===== src/rtl/core_lsu.sv =====
`default_nettype none
// ============================================================================
//  Module      : core_lsu
//  Description : RV32I load/store unit. Issues one data-memory transaction
//                over a req/gnt/rvalid bus, generates byte enables, replicates
//                store data across lanes and extends load data for writeback.
//                Misaligned accesses and bus timeouts raise an exception.
//  Revision    : 1.0 - initial release
// ============================================================================
module core_lsu #(
    parameter int TIMEOUT = 16,
    parameter int TO_W    = 5
) (
    input  logic        clk,
    input  logic        rst,
    input  logic        i_valid,
    input  logic [7:0]  i_op,
    input  logic [31:0] i_addr,
    input  logic [31:0] i_wdata,
    input  logic [4:0]  i_rd,
    output logic        o_ready,
    output logic        mem_req,
    output logic        mem_we,
    output logic [31:0] mem_addr,
    output logic [3:0]  mem_be,
    output logic [31:0] mem_wdata,
    input  logic        mem_gnt,
    input  logic        mem_rvalid,
    input  logic [31:0] mem_rdata,
    output logic        o_done,
    output logic        o_wb_en,
    output logic [4:0]  o_wb_rd,
    output logic [31:0] o_wb_data,
    output logic        o_exc,
    output logic [1:0]  o_exc_code,
    output logic [31:0] o_bad_addr
);

    localparam logic [1:0] c_IDLE = 2'd0;
    localparam logic [1:0] c_REQ  = 2'd1;
    localparam logic [1:0] c_WAIT = 2'd2;
    localparam logic [1:0] c_FIN  = 2'd3;

    // Access size encoding
    localparam logic [1:0] c_SZ_B = 2'd0;
    localparam logic [1:0] c_SZ_H = 2'd1;
    localparam logic [1:0] c_SZ_W = 2'd2;

    localparam logic [TO_W-1:0] c_TO_LAST = TO_W'(TIMEOUT - 1);

    logic [1:0]      r_state;
    logic [1:0]      w_state_nxt;

    // Latched transaction context
    logic            r_is_load;
    logic [1:0]      r_size;
    logic            r_uns;
    logic [31:0]     r_addr;
    logic [4:0]      r_rd;
    logic            r_we;
    logic [3:0]      r_be;
    logic [31:0]     r_wdata;
    logic            r_exc;
    logic [1:0]      r_exc_code;
    logic [31:0]     r_bad_addr;
    logic [TO_W-1:0] r_to_cnt;
    logic [4:0]      r_wb_rd;
    logic [31:0]     r_wb_data;

    // Decode of the incoming op
    logic            w_is_load;
    logic [1:0]      w_size;
    logic            w_uns;
    logic            w_misalign;
    logic [3:0]      w_be;
    logic [31:0]     w_wdata;

    logic            w_accept;
    logic            w_to_hit;
    logic            w_rsp;
    logic            w_timeout;
    logic [31:0]     w_lane;
    logic [31:0]     w_ext;

    // Priority decode of the one-hot op: LW > LH > LHU > LB > LBU > SW > SH > SB
    always_comb begin
        w_is_load = 1'b0;
        w_size    = c_SZ_B;
        w_uns     = 1'b0;
        if (i_op[2]) begin
            w_is_load = 1'b1;
            w_size    = c_SZ_W;
        end else if (i_op[1]) begin
            w_is_load = 1'b1;
            w_size    = c_SZ_H;
        end else if (i_op[4]) begin
            w_is_load = 1'b1;
            w_size    = c_SZ_H;
            w_uns     = 1'b1;
        end else if (i_op[0]) begin
            w_is_load = 1'b1;
        end else if (i_op[3]) begin
            w_is_load = 1'b1;
            w_uns     = 1'b1;
        end else if (i_op[7]) begin
            w_size    = c_SZ_W;
        end else if (i_op[6]) begin
            w_size    = c_SZ_H;
        end
        w_misalign = ((w_size == c_SZ_H) && i_addr[0]) ||
                     ((w_size == c_SZ_W) && (i_addr[1:0] != 2'b00));
        case (w_size)
            c_SZ_B: begin
                w_be    = 4'b0001 << i_addr[1:0];
                w_wdata = {4{i_wdata[7:0]}};
            end
            c_SZ_H: begin
                w_be    = i_addr[1] ? 4'b1100 : 4'b0011;
                w_wdata = {2{i_wdata[15:0]}};
            end
            default: begin
                w_be    = 4'b1111;
                w_wdata = i_wdata;
            end
        endcase
    end

    assign w_accept  = i_valid && (r_state == c_IDLE) && (|i_op);
    assign w_to_hit  = (r_to_cnt >= c_TO_LAST);
    assign w_rsp     = (r_state == c_WAIT) && mem_rvalid;
    // A grant or response arriving in the last allowed cycle still wins
    assign w_timeout = ((r_state == c_REQ)  && !mem_gnt    && w_to_hit) ||
                       ((r_state == c_WAIT) && !mem_rvalid && w_to_hit);

    // Select the addressed lane of the response and extend it
    always_comb begin
        w_lane = mem_rdata >> {r_addr[1:0], 3'b000};
        case (r_size)
            c_SZ_B:  w_ext = r_uns ? {24'd0, w_lane[7:0]}
                                   : {{24{w_lane[7]}}, w_lane[7:0]};
            c_SZ_H:  w_ext = r_uns ? {16'd0, w_lane[15:0]}
                                   : {{16{w_lane[15]}}, w_lane[15:0]};
            default: w_ext = w_lane;
        endcase
    end

    // State register
    always_ff @(posedge clk) begin
        if (rst) r_state <= c_IDLE;
        else     r_state <= w_state_nxt;
    end

    // Next-state logic
    always_comb begin
        w_state_nxt = r_state;
        case (r_state)
            c_IDLE: if (w_accept) w_state_nxt = w_misalign ? c_FIN : c_REQ;
            c_REQ: begin
                if (mem_gnt)        w_state_nxt = c_WAIT;
                else if (w_to_hit)  w_state_nxt = c_FIN;
            end
            c_WAIT: begin
                if (mem_rvalid)     w_state_nxt = c_FIN;
                else if (w_to_hit)  w_state_nxt = c_FIN;
            end
            default:                w_state_nxt = c_IDLE;
        endcase
    end

    // Outputs decoded from state and latched context
    always_comb begin
        o_ready    = (r_state == c_IDLE);
        mem_req    = (r_state == c_REQ);
        o_done     = (r_state == c_FIN);
        o_wb_en    = (r_state == c_FIN) && r_is_load && !r_exc;
        o_exc      = (r_state == c_FIN) && r_exc;
        mem_we     = r_we;
        mem_addr   = {r_addr[31:2], 2'b00};
        mem_be     = r_be;
        mem_wdata  = r_wdata;
        o_exc_code = r_exc_code;
        o_bad_addr = r_bad_addr;
        o_wb_rd    = r_wb_rd;
        o_wb_data  = r_wb_data;
    end

    // Transaction context, timeout counter, exception and writeback registers
    always_ff @(posedge clk) begin
        if (rst) begin
            r_is_load  <= 1'b0;
            r_size     <= c_SZ_B;
            r_uns      <= 1'b0;
            r_addr     <= 32'd0;
            r_rd       <= 5'd0;
            r_we       <= 1'b0;
            r_be       <= 4'd0;
            r_wdata    <= 32'd0;
            r_exc      <= 1'b0;
            r_exc_code <= 2'b00;
            r_bad_addr <= 32'd0;
            r_to_cnt   <= '0;
            r_wb_rd    <= 5'd0;
            r_wb_data  <= 32'd0;
        end else begin
            if (w_accept) begin
                r_is_load  <= w_is_load;
                r_size     <= w_size;
                r_uns      <= w_uns;
                r_addr     <= i_addr;
                r_rd       <= i_rd;
                r_we       <= !w_is_load;
                r_be       <= w_be;
                r_wdata    <= w_wdata;
                r_to_cnt   <= '0;
                r_exc      <= w_misalign;
                r_exc_code <= w_misalign ? (w_is_load ? 2'b01 : 2'b10) : 2'b00;
                if (w_misalign) r_bad_addr <= i_addr;
            end else if ((r_state == c_REQ) || (r_state == c_WAIT)) begin
                r_to_cnt <= r_to_cnt + 1'b1;
            end
            if (w_timeout) begin
                r_exc      <= 1'b1;
                r_exc_code <= 2'b11;
                r_bad_addr <= r_addr;
            end
            if (w_rsp && r_is_load) begin
                r_wb_data <= w_ext;
                r_wb_rd   <= r_rd;
            end
        end
    end

endmodule
`default_nettype wire


===== config.mk =====
export PLATFORM = sky130hd
export DESIGN_NAME = core_lsu
export DESIGN_NICKNAME = d
export VERILOG_FILES = /design/src/rtl/core_lsu.sv
export SDC_FILE = /design/constraint.sdc
export NUM_CORES = 1
export LEC_CHECK = 0
export BUFFER_PORTS_ARGS = -buffer_cell sky130_fd_sc_hd__buf_2
export CAP_MARGIN = 0
export CORE_MARGIN = 2
export CORE_UTILIZATION = 45
export DETAILED_ROUTE_END_ITERATION = 16
export PLACE_DENSITY = 0.76
export SLEW_MARGIN = 20
export SYNTH_ARGS = -nofsm -noshare
export SYNTH_HDL_FRONTEND = slang
export SYNTH_SLANG_ARGS = --single-unit

===== constraint.sdc =====
create_clock -name clk -period 2.34 [get_ports clk]
set_input_delay 0.468 -clock clk [delete_from_list [all_inputs] [get_ports clk]]
set_output_delay 0.468 -clock clk [all_outputs]
set_load 0.02 [all_outputs]

---- Yosys cells after proc, flatten, opt, wreduce, memory -nomap -nowiden ----
Cells that the tools add are included.
cells by class
  add/sub/neg operators ................... 1
  magnitude comparators ................... 1
  eq/ne operators ......................... 7
  shift-type cells ........................ 2
  mux-type cells .......................... 37
  reductions and logical operators ........ 29
operator list
  kind                   number
  $mux W32               5
  $pmux W32 S2           2
  $shr A32 B5 Y32        1
  $mux W2                15
  $logic_and A1 B1 Y1    13
  $mux W1                12
  $pmux W4 S2            1
  $reduce_or A8 Y1       1
  $eq A2 B1 Y1 const B   3
  $eq A2 B2 Y1 const B   3
  $logic_not A2 Y1       3
  $pmux W2 S3            1
  $reduce_bool A2 Y1     3
  $add A5 B1 Y5 const B  1
  $ge A5 B4 Y1 const B   1
  $logic_not A1 Y1       4
  $mux W4                1
  $shl A1 B2 Y4 const A  1
  $logic_or A1 B1 Y1     3
  $ne A2 B1 Y1 const B   1
  $reduce_and A2 Y1      1
  $reduce_or A2 Y1       1
word-level totals
  bits in registers ....................... 157
  word-level logic and storage cells ...... 92

---- Depth between registers and ports, before layout ----
Gate-level depths: netlist (run 1).
  depth in word-level cells ............... 13
  depth in mapped cells ................... 9

---- Worst setup path after synthesis (run 1) ----
OpenSTA, ideal clock, no wires.
  path kind ............................... input port to flip-flop
  start ................................... in i_op[0]
  end ..................................... reg r_bad_addr[0] (netlist: o_bad_addr[0])
  arrival ................................. 2198 ps
  data required time ...................... 2252 ps
  slack ................................... 54 ps
  stages on the path ...................... 7
  buffers on the path ..................... 2
  cell sequence ........................... or4_1 o311ai_4 or4_1 buf_2 buf_6 nand2_1 a311oi_2
on the way
  word-level cells in the longest chain between the ends .. 9
  elaborated cells between the ends (all ways) .. 14
  classes of those cells .................. eq/ne (2); mux (4); reduce/logical (8)
RTL lines
  item                                          RTL line  RTL
  start, declared                               17        input logic [7:0] i_op,
  $mux W2                                       100       end else if (i_op[0]) begin
  $mux W2                                       96        end else if (i_op[4]) begin
  $mux W2                                       93        end else if (i_op[1]) begin
  $mux W2                                       90        if (i_op[2]) begin
  $eq A2 B1 Y1 or $eq A2 B2 Y1 (tied branches)  110, 111
  $logic_and A1 B1 Y1 (on tied branches)        110, 111
  $logic_or A1 B1 Y1                            110       w_misalign = ((w_size == c_SZ_H) && i_addr[0]) ||
  $reduce_bool A2 Y1 (no source line)           n/a
  $reduce_and A2 Y1 (no source line) *          n/a
  end signal, assigned                          217       if (w_misalign) r_bad_addr <= i_addr;
  end signal, assigned                          224       r_bad_addr <= r_addr;
  end, declared                                 65        logic [31:0] r_bad_addr;
Every way passes the cells marked *; elsewhere a longest branch is shown, timed or not.
A chain may end at the register's enable or synchronous reset.

---- Final worst setup path (run 1) ----
  start ................................... in i_op[0]
  end ..................................... reg r_bad_addr[24] (netlist: o_bad_addr[24])
Same word-level chain as after synthesis.

==> flow_summary_export.csv, run 1 <==
group,metric,value,unit
logic_synthesis,syn-cell-area,0.00718,mm²
place,dp_slack,-0.130,ns
route,dr_total_vias,7060,
sta,finClkSkew,0.00865,ns
logic_synthesis,ys_types,48,
power,ir_worst_vdd,0.000589,V
die,ios,259,
critical_path,critical_path_peak_fanout,33,
run,cap_viol_max_count,0,
clocking,cts_made_buffers,17,
layout,area_growth,28.7,%
route,drc,0,
sta,slew_violations,0,
die,row_count,46,
route,dr.pass1.iters,6,
power,power_frac_clock,29.4,%
global_routing,antenna_found_initial,0,
sta,post-route-min-period,2.10,ns
critical_path,r2r-end,"o_exc_code[1]",
die,initial_core_util,45.7,%
clocking,cts_tree,"done",
sta,max_freq,0.477,GHz
sta,fin_crit_sh,89.6,%
route,first_iter_violations,524,
layout,insertedDiodeCount,0,
layout,nFillCells,1439,
clocking,hold_buffers,0,
power,power,0.00952,W
sta,tightest_slew,0.648,ns
die,fp.dieH,130,µm
critical_path,end_kind,"flop",
critical_path,rr_startpoint,"r_to_cnt[0]",
critical_path,r2r_slack,0.27,ns
layout,layout-drive-gt1-share,31.4,%
logic_synthesis,avgSynthCellArea,8.05,µm²
clocking,cts.sinks,157,
logic_synthesis,async_flop_share,0,%
place,io_buffer_count,256,
layout,layout.cells.non_filler,1332,
logic_synthesis,synth_seq_area_share,43.8,%
clocking,root_buffer,"clkbuf_16",
logic_synthesis,synth_top_cells_by_count,"nand2_1, dfxtp_1, nor2_1, a21oi_1, clkbuf_1",
power,power.switching,0.00344,W
critical_path,arrival,2.43,ns
place,dpl.cell_count,1298,
clocking,clk_latency,0.43,ns
route,avgRoutedWirePerCell,16.2,µm
clocking,cts_buffer_depth,2,
clocking,cts_htree_levels,4,
power,switching_share,36.2,%
die,die-area,0.0170,mm²
sta,rsz0062_at_grt,"no",
logic_synthesis,ys_seq_elements,157,
global_routing,grtUsageTotal,24.7,%
route,ant_nets,0,
run_status,outcome,"complete, no violations",
logic_synthesis,synth_edf_count,0,
global_routing,grt.overflow.total,0,
power,comb_power_share,34.3,%
global_routing,grt_max_degree,85,
logic_synthesis,synth_ff_type,"dfxtp_1",
critical_path,reg2regPathDepth,9,
hold_path,min_to,"r_addr[18]",
global_routing,first_global_vias,6412,
place,dpl_cell_area,0.00863,mm²
sta,setup_viol,0,
critical_path,criticalPathCategory,"in -> reg",
global_routing,grt_pass1_wl,32900,µm
hold_path,hold_path_class,"in -> reg",
die,core,0.0157,mm²
layout,design_area,0.00924,mm²
sta,max_slew_margin,56.7,%
clocking,post_cts_buffers,0,
logic_synthesis,syn_inst,891,
place,hpwl,15000,µm
layout,final_nets,1224,
route,routed_via_density,5.30,
power,p_seq_share,36.4,%
logic_synthesis,synth_top_area_share,43.8,%
power,p_int,0.00607,W
logic_synthesis,synth.most_common_cell,"nand2_1",
critical_path,startpoint_type,"primary input",
power,power_density,1030,mW/mm²
critical_path,cp_data_required_time,2.67,ns
sta,finalSetupTns,0,ns
route,routed_wl,21600,µm
die,dieWidth,130,µm
place,gp_congestion,0.876,
hold_path,hold_path_depth,3,
clocking,path_clk_slew,0.06,ns
sta,final-hold-violation-count,0,
logic_synthesis,ys_warn_count,0,
clocking,cts_resized,0,
power,p_leak,4.10,nW
logic_synthesis,yosysTopAreaCell,"dfxtp_1",
logic_synthesis,ys_top_cells_by_area,"dfxtp_1, nand2_1, a211oi_1",
sta,setup_slack,0.243,ns
hold_path,worstHoldStart,"i_addr[18]",
[layer usage]
metal | wire [µm] | part of all wire [%] | global-route usage, % | vias to the layer above
met5 | 0 | 0 | 0 | -
met4 | 599 | 2.8 | 9.04 | 0
met3 | 1680 | 7.8 | 7.05 | 44
met2 | 10200 | 47 | 40.2 | 295
met1 | 9170 | 42 | 31.3 | 3258
li1 | - | - | - | 3463
[area by class of cell]
type	instances	area [µm²]	area share, %
clock buffers	21	450	4.88
clock inverters	11	143	1.54
inverters	6	22.5	0.244
multi-input cells	627	3520	38.2
flip-flops and latches	157	3140	34.0
well taps	216	270	2.93
repair buffers	294	1680	18.2
[stage by stage]
| step | hold slack, ns | utilization, % |
|---|---|---|
| after floorplan | 0.432 | - |
| after global placement | 0.440 | 54.9 |
| after detailed placement | 0.446 | 54.9 |
| after CTS | 0.264 | 58.7 |
| after global routing | 0.279 | 58.8 |
| final | 0.283 | 58.8 |
[power groups by stage]
stage                     combinational [W]  sequential (W)  clock, W
after floorplan                     0.00183         0.00385         0
after global placement              0.00318         0.00350         0
after detailed placement            0.00323         0.00351         0
after CTS                           0.00325         0.00346   0.00284
after global routing                0.00356         0.00352   0.00297
final                               0.00326         0.00346   0.00280
[placed cells by master (no fill, tap or decap), types with 12 or more instances in the layout]
master     instances
o21ai_0           17
nand2_1          224
mux2i_1           27
nor2_1           100
a311oi_2          12
a311oi_1          31
dfxtp_1          157
buf_2            255
a21oi_1           76
a211oi_1          52
nor2b_1           13
buf_4             30
clkbuf_16         17
[kinds of logic after synthesis]
kind of cell | synth area share [%]
simple gates | 20.4
compound gates | 21.2
flops | 43.8
buf+inv | 7.74
mux | 5.18
fa+ha+maj | 1.22
xor+xnor | 0.366
other cells | 0.0523
[critical path, stage by stage]
cell      delay, ns
buf_2          0.11
or4_1          0.68
o311ai_4       0.36
or4_1          0.23
buf_12         0.21
nand2_1        0.08
a311oi_1       0.26
[registers in the layout, summed over array words and instances (netlist names)]
signal	flops
mem_wdata	32
o_bad_addr	32
o_wb_data	32
r_addr	32
o_wb_rd	5
r_rd	5
r_to_cnt	5
mem_be	4
o_exc_code	2
r_size	2
r_state	2
mem_we	1
r_exc	1
r_is_load	1
r_uns	1
[worst max path at each step]
stage	depth (start not counted)	to	slack, ns	start
final	7	o_bad_addr[24]	0.24	i_op[0]
after global routing	9	o_bad_addr[11]	0.1	r_to_cnt[0]
after CTS	7	o_bad_addr[15]	0.18	r_state[0]
after detailed placement	7	o_bad_addr[24]	-0.13	i_op[0]
after global placement	9	o_bad_addr[27]	-0.07	i_op[0]
after floorplan	7	o_bad_addr[0]	0.05	i_op[0]
Note: power is estimated with default switching activity, not from simulation.
==> inputs of run 2 (changes only) <==
--- a/config.mk
+++ b/config.mk
@@ -6,4 +6,5 @@
 export NUM_CORES = 1
 export LEC_CHECK = 0
+export ABC_AREA = 1
 export BUFFER_PORTS_ARGS = -buffer_cell sky130_fd_sc_hd__buf_2
 export CAP_MARGIN = 0
==> constraint.sdc (replaced) <==
create_clock -name clk -period 2.34 [get_ports clk]
set_input_delay 0.468 -clock clk [delete_from_list [all_inputs] [get_ports clk]]
set_output_delay 0.468 -clock clk [all_outputs]
set_load 0.005 [all_outputs]
==> run 2 against run 1 <==
Against the previous run: die area up 5.0%; power fell by 13%; core utilization decreased by 2.1 points; area after synthesis up 5.1%; non-clock buffer count down 22; design area rose by 1.1%; combinational power fell by 33%; cell count is 13% higher; critical path type is now reg -> reg.
==> flow_summary_export.csv, run 2 <==
group,metric,value,unit
place,gp_congestion,0.914,
run_status,outcome,"complete, no violations",
clocking,path_clk_slew,0.07,ns
sta,final-hold-violation-count,0,
die,dieWidth,133,µm
hold_path,hold_path_class,"in -> reg",
power,comb_power_share,26.6,%
clocking,cts.sinks,157,
clocking,cts_buffer_depth,2,
layout,insertedDiodeCount,0,
logic_synthesis,avgSynthCellArea,7.05,µm²
layout,final_nets,1389,
power,power_frac_clock,32.6,%
global_routing,antenna_found_initial,0,
logic_synthesis,synth_edf_count,0,
logic_synthesis,ys_top_cells_by_area,"dfxtp_1, nand2_1, o21ai_0",
logic_synthesis,synth_ff_type,"dfxtp_1",
sta,finClkSkew,0.00837,ns
global_routing,grtUsageTotal,23.5,%
run,cap_viol_max_count,0,
clocking,cts_tree,"done",
logic_synthesis,ys_seq_elements,157,
power,ir_worst_vdd,0.000503,V
logic_synthesis,synth.most_common_cell,"nand2_1",
logic_synthesis,ys_warn_count,0,
power,p_int,0.00551,W
place,io_buffer_count,256,
layout,final_common_cell,"nand2_1",
sta,post-route-min-period,2.12,ns
clocking,hold_buffers,0,
sta,max_slew_margin,53.0,%
layout,layout-drive-gt1-share,25.4,%
power,power.switching,0.00277,W
route,drc,0,
die,fp.dieH,133,µm
power,p_leak,4.88,nW
critical_path,criticalPathCategory,"reg -> reg",
logic_synthesis,syn-cell-area,0.00754,mm²
sta,rsz0062_at_grt,"no",
sta,finalSetupTns,0,ns
place,dpl_cell_area,0.00875,mm²
power,power_density,887,mW/mm²
route,avgRoutedWirePerCell,14.3,µm
logic_synthesis,synth_top_cells_by_count,"nand2_1, dfxtp_1, nor2_1, o21ai_0, inv_1",
logic_synthesis,ys_types,38,
logic_synthesis,async_flop_share,0,%
sta,setup_viol,0,
clocking,cts_made_buffers,17,
route,dr.pass1.iters,6,
logic_synthesis,synth_top_area_share,41.7,%
global_routing,grt_max_degree,84,
global_routing,grt_pass1_wl,34000,µm
die,ios,259,
logic_synthesis,syn_inst,1070,
global_routing,grt.overflow.total,0,
route,ant_nets,0,
route,first_iter_violations,656,
layout,nFillCells,1576,
sta,tightest_slew,0.704,ns
layout,design_area,0.00933,mm²
sta,fin_crit_sh,90.5,%
route,routed_via_density,5.03,
clocking,root_buffer,"clkbuf_16",
critical_path,startpoint_type,"flop",
die,initial_core_util,45.8,%
logic_synthesis,yosysTopAreaCell,"dfxtp_1",
layout,layout_common_cells,"nand2_1, buf_2, dfxtp_1",
die,row_count,47,
layout,area_growth,23.7,%
sta,max_freq,0.472,GHz
global_routing,first_global_vias,6900,
clocking,clk_latency,0.42,ns
die,die-area,0.0178,mm²
route,routed_wl,21400,µm
critical_path,arrival,2.46,ns
place,hpwl,14900,µm
power,p_seq_share,40.8,%
critical_path,critical_path_peak_fanout,55,
power,switching_share,33.5,%
die,core,0.0165,mm²
sta,slew_violations,0,
critical_path,end_kind,"flop",
route,dr_total_vias,7555,
critical_path,cp_data_required_time,2.68,ns
clocking,cts_htree_levels,4,
logic_synthesis,synth_seq_area_share,41.7,%
## run 2: path summary, 6_finish.rpt
| check | endpoint | from | depth (start not counted) | slack (ns) |
|---|---|---|---|---|
| setup / recovery | r_uns | r_state[0] | 9 | 0.22 |
| hold / removal | r_addr[19] | i_addr[19] | 3 | 0.26 |
| setup reg to reg | r_uns | r_state[0] | 9 | 0.22 |
| hold reg to reg | mem_be[1] | mem_be[1] | 2 | 0.45 |
## run 2: power by group through the flow
stage,Clock [W],Sequential (W),Combinational [W]
4_1_cts,0.00276,0.00337,0.00219
2_1_floorplan,0,0.00341,0.00144
6_report,0.00270,0.00338,0.00220
3_3_place_gp,0,0.00342,0.00214
5_1_grt,0.00286,0.00343,0.00247
3_5_place_dp,0,0.00342,0.00218
## run 2: per-stage QoR
stage | util (%) | hold WS (ns) | std cells | worst slack, ns | total power, W
after CTS | 56.6 | 0.245 | 1500 | 0.172 | 0.00832
after detailed placement | 53.1 | 0.438 | 1468 | 0.183 | 0.00560
after global placement | 53.1 | 0.435 | 1468 | 0.284 | 0.00556
final | 56.7 | 0.264 | 1501 | 0.221 | 0.00828
after global routing | 56.7 | 0.259 | 1501 | 0.0316 | 0.00876
after floorplan | - | 0.443 | 1071 | 0.598 | 0.00485
## run 2: kinds of logic after synthesis
logic type               after synthesis  synth area share, %
AO/OA/AOI/OAI                        220                 17.5
XOR/XNOR                               3                0.348
other                                  1               0.0497
flip-flops                           157                 41.7
AND/OR/NAND/NOR                      483                 27.0
adder cells (fa/ha/maj)                7                 1.16
buffers and inverters                199                 12.2
## run 2: area by class of cell
cell class	instances	area, µm²	share of cell area [%]
clock inverters	14	135	1.45
well taps	220	275	2.95
inverters	104	390	4.18
flip-flops and latches	157	3140	33.7
repair buffers	272	1440	15.4
clock buffers	18	439	4.71
multi-input cells	716	3510	37.6
## run 2: per-layer routing
metal | track usage, % | part of all wire, %
met5 | 0 | 0
met4 | 8.81 | 2.3
met3 | 4.83 | 6.0
met2 | 38.8 | 48
met1 | 30.3 | 44
## run 2: critical path, stage by stage, from the launching register on
cell and delay, ns:
dfxtp_1 0.34, inv_1 0.13, ha_1 0.27, nand2_2 0.14
o21bai_2 0.22, buf_4 0.19, nor2_4 0.11, buf_12 0.28
nand3_1 0.23, o21ai_0 0.12
## run 2: what timing repair did
item | CTS | global route
buffers inserted | 0 | 0
setup endpoints to repair | 0 | 22
resized for setup | 0 | 1
